### src/rtl/time_counter_if.sv
// rtl/time_counter_if.sv - control inputs and time outputs of the time-of-day counter
interface time_counter_if;
    logic       enable;
    logic       load;
    logic [4:0] load_hours;
    logic [5:0] load_minutes;
    logic [5:0] load_seconds;
    logic [4:0] hours;
    logic [5:0] minutes;
    logic [5:0] seconds;
    logic       sec_tick;
    logic       load_err;

    modport slave (
        input  enable, load, load_hours, load_minutes, load_seconds,
        output hours, minutes, seconds, sec_tick, load_err
    );

    modport master (
        output enable, load, load_hours, load_minutes, load_seconds,
        input  hours, minutes, seconds, sec_tick, load_err
    );
endinterface

### src/rtl/time_counter.sv
// rtl/time_counter.sv - prescaled 24-hour hh:mm:ss counter with checked parallel load
module time_counter #(
    parameter int unsigned TICK_DIV = 50000000
) (
    input  logic          clk,
    input  logic          reset,
    time_counter_if.slave bus
);
    localparam int unsigned PW = (TICK_DIV > 1) ? $clog2(TICK_DIV) : 1;
    localparam logic [PW-1:0] PRESC_MAX = PW'(TICK_DIV - 1);

    logic [PW-1:0] presc_q, presc_d;
    logic [4:0]    hours_q, hours_d;
    logic [5:0]    minutes_q, minutes_d;
    logic [5:0]    seconds_q, seconds_d;
    logic          sec_tick_q, sec_tick_d;
    logic          load_err_q, load_err_d;
    logic          load_ok;

    always_comb begin
        presc_d    = presc_q;
        hours_d    = hours_q;
        minutes_d  = minutes_q;
        seconds_d  = seconds_q;
        sec_tick_d = 1'b0;
        load_err_d = 1'b0;
        load_ok    = bus.load && (bus.load_hours <= 5'd23) &&
                     (bus.load_minutes <= 6'd59) && (bus.load_seconds <= 6'd59);

        if (bus.enable) begin
            if (presc_q == PRESC_MAX) begin
                presc_d    = '0;
                sec_tick_d = 1'b1;
                if (seconds_q == 6'd59) begin
                    seconds_d = 6'd0;
                    if (minutes_q == 6'd59) begin
                        minutes_d = 6'd0;
                        hours_d   = (hours_q == 5'd23) ? 5'd0 : hours_q + 5'd1;
                    end else begin
                        minutes_d = minutes_q + 6'd1;
                    end
                end else begin
                    seconds_d = seconds_q + 6'd1;
                end
            end else begin
                presc_d = presc_q + 1'b1;
            end
        end

        // An accepted load overrides any coincident advance; a rejected one leaves it alone.
        if (load_ok) begin
            presc_d    = '0;
            hours_d    = bus.load_hours;
            minutes_d  = bus.load_minutes;
            seconds_d  = bus.load_seconds;
            sec_tick_d = 1'b1;
        end else if (bus.load) begin
            load_err_d = 1'b1;
        end
    end

    always_ff @(posedge clk or posedge reset) begin
        if (reset) begin
            presc_q    <= '0;
            hours_q    <= '0;
            minutes_q  <= '0;
            seconds_q  <= '0;
            sec_tick_q <= 1'b0;
            load_err_q <= 1'b0;
        end else begin
            presc_q    <= presc_d;
            hours_q    <= hours_d;
            minutes_q  <= minutes_d;
            seconds_q  <= seconds_d;
            sec_tick_q <= sec_tick_d;
            load_err_q <= load_err_d;
        end
    end

    assign bus.hours    = hours_q;
    assign bus.minutes  = minutes_q;
    assign bus.seconds  = seconds_q;
    assign bus.sec_tick = sec_tick_q;
    assign bus.load_err = load_err_q;
endmodule

### src/flat_wrapper.sv
// flat-port wrapper written by rule: the top's interface ports become plain ports
module time_counter_flat 
#(
    parameter int unsigned TICK_DIV = 50000000
)
  (clk, reset, bus_enable, bus_load, bus_load_hours, bus_load_minutes, bus_load_seconds, bus_hours, bus_minutes, bus_seconds, bus_sec_tick, bus_load_err);
  time_counter_if bus_i ();
  input  logic clk;
  input  logic reset;
  input wire logic [$bits(bus_i.enable)-1:0] bus_enable;
  input wire logic [$bits(bus_i.load)-1:0] bus_load;
  input wire logic [$bits(bus_i.load_hours)-1:0] bus_load_hours;
  input wire logic [$bits(bus_i.load_minutes)-1:0] bus_load_minutes;
  input wire logic [$bits(bus_i.load_seconds)-1:0] bus_load_seconds;
  output wire logic [$bits(bus_i.hours)-1:0] bus_hours;
  output wire logic [$bits(bus_i.minutes)-1:0] bus_minutes;
  output wire logic [$bits(bus_i.seconds)-1:0] bus_seconds;
  output wire logic [$bits(bus_i.sec_tick)-1:0] bus_sec_tick;
  output wire logic [$bits(bus_i.load_err)-1:0] bus_load_err;
  assign bus_i.enable = bus_enable;
  assign bus_i.load = bus_load;
  assign bus_i.load_hours = bus_load_hours;
  assign bus_i.load_minutes = bus_load_minutes;
  assign bus_i.load_seconds = bus_load_seconds;
  assign bus_hours = bus_i.hours;
  assign bus_minutes = bus_i.minutes;
  assign bus_seconds = bus_i.seconds;
  assign bus_sec_tick = bus_i.sec_tick;
  assign bus_load_err = bus_i.load_err;
  time_counter #(.TICK_DIV(TICK_DIV)) u_core (.clk(clk), .reset(reset), .bus(bus_i));
endmodule
### config.mk
export PLATFORM = sky130hd
export DESIGN_NAME = time_counter_flat
export DESIGN_NICKNAME = d
export VERILOG_FILES = /design/src/rtl/time_counter_if.sv /design/src/rtl/time_counter.sv /design/src/flat_wrapper.sv
export SDC_FILE = /design/constraint.sdc
export NUM_CORES = 1
export LEC_CHECK = 0
export CAP_MARGIN = 20
export CORE_MARGIN = 4
export CORE_UTILIZATION = 54
export DETAILED_ROUTE_END_ITERATION = 8
export GPL_ROUTABILITY_DRIVEN = 0
export PLACE_DENSITY = 0.8
export REMOVE_ABC_BUFFERS = 1
export SLEW_MARGIN = 40
export SYNTH_ARGS = -nofsm -noshare
export SYNTH_HDL_FRONTEND = slang
export SYNTH_SLANG_ARGS = --single-unit
### constraint.sdc
create_clock -name clk -period 2.9 [get_ports clk]
set_input_delay 0.58 -clock clk [delete_from_list [all_inputs] [get_ports clk]]
set_output_delay 0.58 -clock clk [all_outputs]
set_load 0.05 [all_outputs]
[Yosys cells after proc, flatten, opt, wreduce, memory -nomap -nowiden]
Cells that the tools add are included.
Word-level totals
  flip-flop bits (word level): 45
  bits in latches: 0
  bits in writable memories: 0
  ROM bits: 0
  input bits: 21
  output and inout port bits: 19
  word-level logic and storage cells: 50
  memories kept: 0
Cells by class
  add/sub/neg operators: 4
  $mul: 0
  divide/modulo/power cells: 0
  order comparisons: 3
  equality and inequality tests: 4
  shift operators: 0
  mux-type cells: 23
  bitwise gates (word level): 0
  reductions and logical operators: 10
Operators by type and width (count)
  two-way mux 26 bit: 3
  two-way mux 6 bit: 9
  two-way mux 5 bit: 6
  adder 26 x 1 -> 26 bit (second input constant): 1
  == test 26 bit (second input constant): 1
  adder 6 x 1 -> 6 bit (second input constant): 2
  == test 6 bit (second input constant): 2
  less-or-equal comparator 6 bit (second input constant): 2
  nonzero test 2 bit: 4
  adder 5 x 1 -> 5 bit (second input constant): 1
  == test 5 bit (second input constant): 1
  less-or-equal comparator 5 bit (second input constant): 1
  two-way mux 1 bit: 5
  AND reduction 4 bit: 1
  logical AND 1 bit: 3
  AND reduction 3 bit: 1
  AND reduction 2 bit: 1

[Logic depth before layout (Yosys ltp)]
  depth after elaboration: 7
  depth in mapped cells: 9
  depth with buffers taken out: 6

[Least setup slack after synthesis]
Ideal clock, no wire load.
  kind: register to register
  start: register u_core.seconds_q[0] (netlist: u_core.bus.seconds[0])
  end: register u_core.hours_q[4] (netlist: u_core.bus.hours[4])
  setup time: 0.082 ns
  arrival time: 2.253 ns
  data required time: 2.818 ns
  path slack: 0.565 ns
  cell stages (with the launch flop): 7
  buffers on the path: 0
  clock period less this slack: 2.335 ns
  cells stage by stage: dfrtp_1 -> ha_1 -> nand2_1 -> nor3_1 -> nand4_2 -> or4_1 -> a31oi_1
Between the ends
  cells in the longest elaborated chain, start to end: 3
Ends and longest elaborated chain
  start, declared: line time_counter.sv:15  | logic [5:0] seconds_q, seconds_d;
  start signal, assigned: line time_counter.sv:74  | seconds_q <= seconds_d;
  == test 6 bit: line time_counter.sv:34  | if (seconds_q == 6'd59) begin
  nonzero test 2 bit (no source line)
  AND reduction 4 bit (no source line)
  end signal, assigned: line time_counter.sv:72  | hours_q <= hours_d;
  end, declared: line time_counter.sv:13  | logic [4:0] hours_q, hours_d;
No other way between the ends.
A chain may end at the register's enable or synchronous reset.

[Worst setup path in the final report]
  start: register u_core.presc_q[7]
  end: register u_core.hours_q[4] (netlist: u_core.bus.hours[4])
Between the ends
  cells in the longest elaborated chain, start to end: 3
Ends and longest elaborated chain
  start, declared: line time_counter.sv:12  | logic [PW-1:0] presc_q, presc_d;
  start signal, assigned: line time_counter.sv:71  | presc_q <= presc_d;
  == test 26 bit: line time_counter.sv:31  | if (presc_q == PRESC_MAX) begin
  nonzero test 2 bit (no source line)
  AND reduction 4 bit (no source line)
No other way between the ends.

==> metrics.md <==
| Metric | Value |
|---|---|
| Clk_lat worst skew | `0.30 ns` |
| Post-CTS setup buffer count | `0` |
| Crit path cell chain | `or4_4 > nor4_4 > nand4_2 > or4_1 > a31oi_1` |
| Setup TNS Final | `0 ns` |
| Arrival time worst endpoint | `between 2 and 3 ns` |
| Final Hold Vio Count | `0` |
| Part of the power in combinational logic | `a little over a quarter` |
| CTS Root Cell | `clkbuf_8` |
| Setup crit start kind | `flop` |
| Vias in the first global route | `about 2200` |
| Critical Path End | `u_core.bus.hours[4]$_DFFE_PP0P_` |
| Commonest non-fill, non-tap cell in the layout | `dfrtp_1` |
| Post-CTS Resized | `0` |
| Delay-heaviest family, CP | `simple AND/OR/NAND/NOR gates` |
| RSZ-0062 raised after global routing | `false` |
| Main synth FF type | `dfrtp_1` |
| Most frequent cells in the layout | `45 x dfrtp_1, 40 x nor2_1, 39 x clkdlybuf4s50_1` |
| Crit Path Class | `flop to flop` |
| H-tree depth | `2` |
| Area Growth Syn to Fin | `22.5%` |
| Die area | `0.00588 mm²` |
| P_sw | `between 0.0005 and 0.0006 W` |
| Reg power frac | `a little under half` |
| Number of max-cap violations | `0` |
| Dpl hpwl | `4320 µm` |
| Hold_buf cts | `0` |
| Worst-margin pin slew | `between 0.7 and 0.8 ns` |
| Sequential fraction of the synthesis area | `44.2%` |
| Worst-path clk slew | `around 0.09 ns` |
| Leakage Power | `between 1 and 1.5 nW` |
| Post-synthesis cell count | `285` |
| Per-cell routed wire length | `between 15 and 20 µm` |
| 1st-pass router iterations | `4` |
| Core Footprint | `around 0.0044 mm²` |
| Switching part of the total | `between 30% and 40%` |
| Final min period | `roughly 2.5 ns` |
| Reg-to-reg endpoint | `u_core.bus.hours[4]$_DFFE_PP0P_` |
| Setup Viol. Count Final | `0` |
| Final-report max-slew violation count | `0` |
| Bufs and invs on worst path | `0` |
| Num CTS Buffers | `5` |
| Final WL | `roughly 6100 µm` |
| RR Startpoint | `u_core.presc_q[7]$_DFFE_PP0P_` |
| First-pass GRT wire length | `roughly 11000 µm` |
| Routed Antenna Nets | `0` |
| # IOs | `40` |
| Synthesis Warnings | `0` |
| I/O Buffers | `39` |
| Initial Utilization | `57.3%` |
| Initial detailed-routing violation count | `151` |
| Number of vias per cell | `between 6 and 7` |
| CP Capture Type | `flop` |
| CTS tree | `done` |
| Initial antenna violation count | `0` |
| R2R Setup Slk | `0.36 ns` |
| Relative slew margins | `between 40% and 50%` |
| Crit Path Max Fanout | `9` |
| Via count | `~2300` |
| Power Density | `~500 mW/mm²` |
| Clk_skew | `between 0.007 and 0.008 ns` |
| Worst min path class | `flop to flop` |
| Die Wd | `76.7 µm` |
| Die Ht | `~77 µm` |
| Cell internal pwr | `between 0.001 and 0.0015 W` |
| Crit. path cell count | `5` |
| Worst EP required | `about 3.1 ns` |
| R2R depth | `5` |
| Final total power | `about 0.0015 W` |
| Post-synth EDFFs | `0` |
| Synth Register Bits | `between 40 and 50` |
| Slowest stage cell, crit path | `or4_4` |
| Syn Area/Cell | `8.93 µm²` |
| Worst vdd ir | `just over 300 µV` |
| Row cnt | `24` |
| DRC violations left | `0` |
| Clk network pwr share | `a little over a quarter` |
| Async set-or-reset flop fraction in the synthesized netlist | `100%` |
| Nets | `353` |
| Largest net degree at the start of global routing | `46` |
| Worst setup path start | `u_core.presc_q[7]$_DFFE_PP0P_` |
| Mapped Area | `0.00255 mm²` |
| Final worst-path cycle share | `87.7%` |
| GR Overflow Total | `0` |
| Clk buf depth | `2` |
| Clock sink count | `between 40 and 50` |
| Share of layout cells above drive strength 1 | `7.60%` |
| Worst path max stage delay | `roughly 0.56 ns` |
| Fmax | `approximately 390 MHz` |
| ANT cells | `0` |
| Netlist cell types | `44` |
| Status | `finished, final reports clean` |
| Tot GR Track Use | `approximately 22%` |
-- worst min-delay path by stage --
| stage | from | to | cells past startpoint |
|---|---|---|---|
| 2_1_floorplan | u_core.presc_q[25]$_DFFE_PP0P_ | u_core.presc_q[25]$_DFFE_PP0P_ | 1 |
| 3_3_place_gp | u_core.presc_q[22]$_DFFE_PP0P_ | u_core.presc_q[22]$_DFFE_PP0P_ | 1 |
| 3_5_place_dp | u_core.presc_q[22]$_DFFE_PP0P_ | u_core.presc_q[22]$_DFFE_PP0P_ | 1 |
| 4_1_cts | u_core.presc_q[22]$_DFFE_PP0P_ | u_core.presc_q[22]$_DFFE_PP0P_ | 1 |
| 5_1_grt | u_core.presc_q[22]$_DFFE_PP0P_ | u_core.presc_q[22]$_DFFE_PP0P_ | 1 |
| 6_report | u_core.presc_q[22]$_DFFE_PP0P_ | u_core.presc_q[22]$_DFFE_PP0P_ | 1 |
-- final cells by class --
cell class / instances / area [µm²]
inverter: 6 / 22.5
clock buffer: 6 / 82.6
fill: 359 / 1330
sequential: 45 / 1130
timing repair buffer: 47 / 450
tap: 52 / 65.1
clock inverter: 2 / 13.8
multi-input combinational: 223 / 1360
-- cell usage after synthesis (4+ instances only) --
cell type	instances	area share [%]
dfrtp_1	45	44
nor2_1	40	5.9
ha_1	4	2.0
nand2_1	28	4.1
a31oi_1	19	4.7
clkbuf_1	9	1.3
or4_1	4	1.2
and3_1	7	1.7
or3_1	9	2.2
nor3_1	9	1.8
and4_1	4	1.4
nor3b_1	4	1.2
xnor2_1	15	5.2
nor4_1	8	2.0
inv_1	6	0.88
nand3_1	18	3.5
a21oi_1	5	0.98
o21ai_0	13	2.6
-- registers in the layout (all words and copies together) (netlist names) --
| name | flops |
|---|---|
| u_core.presc_q | 26 |
| u_core.bus.hours | 5 |
| u_core.bus.load_err | 1 |
| u_core.bus.minutes | 6 |
| u_core.bus.seconds | 6 |
| u_core.bus.sec_tick | 1 |
-- power by group through the flow --
| stage | sequential (W) | clock [W] | combinational, W |
|---|---|---|---|
| floorplan | 0.000853 | 0 | 0.000129 |
| global route | 0.000732 | 0.000458 | 0.000439 |
| finish | 0.000723 | 0.000412 | 0.000409 |
| detailed placement | 0.000735 | 0 | 0.000411 |
| CTS | 0.000722 | 0.000421 | 0.000412 |
| global placement | 0.000732 | 0 | 0.000404 |
-- kinds of logic after synthesis --
| kind of cell | synth area share [%] |
|---|---|
| AND/OR/NAND/NOR | 31.8 |
| XOR/XNOR | 6.19 |
| multiplexers | 1.23 |
| AO/OA/AOI/OAI | 11.9 |
| flip-flops | 44.2 |
| buffers and inverters | 2.60 |
| adder cells (fa/ha/maj) | 1.97 |
-- metal layers --
layer / vias to the layer above / routed length [µm] / GRT usage, %
li1: 1126 / - / -
met1: 1132 / 2830 / 30.0
met2: 63 / 2920 / 35.4
met3: 4 / 296 / 3.51
met4: 0 / 36 / 5.62
met5: - / 0 / 0
-- stage by stage --
stage | instance area [µm²] | cells | setup WS [ns] | hold WS (ns) | utilization, %
finish | 3120 | 381 | 0.356 | 0.525 | 70.2
CTS | 3120 | 381 | 0.354 | 0.518 | 70.2
global route | 3120 | 381 | 0.236 | 0.545 | 70.2
floorplan | 2500 | 274 | 0.556 | 0.453 | -
detailed placement | 3020 | 373 | 0.327 | 0.501 | 68.0
global placement | 3020 | 373 | 0.124 | 0.489 | 67.9
No activity file was read; power rests on OpenSTA's default activity.
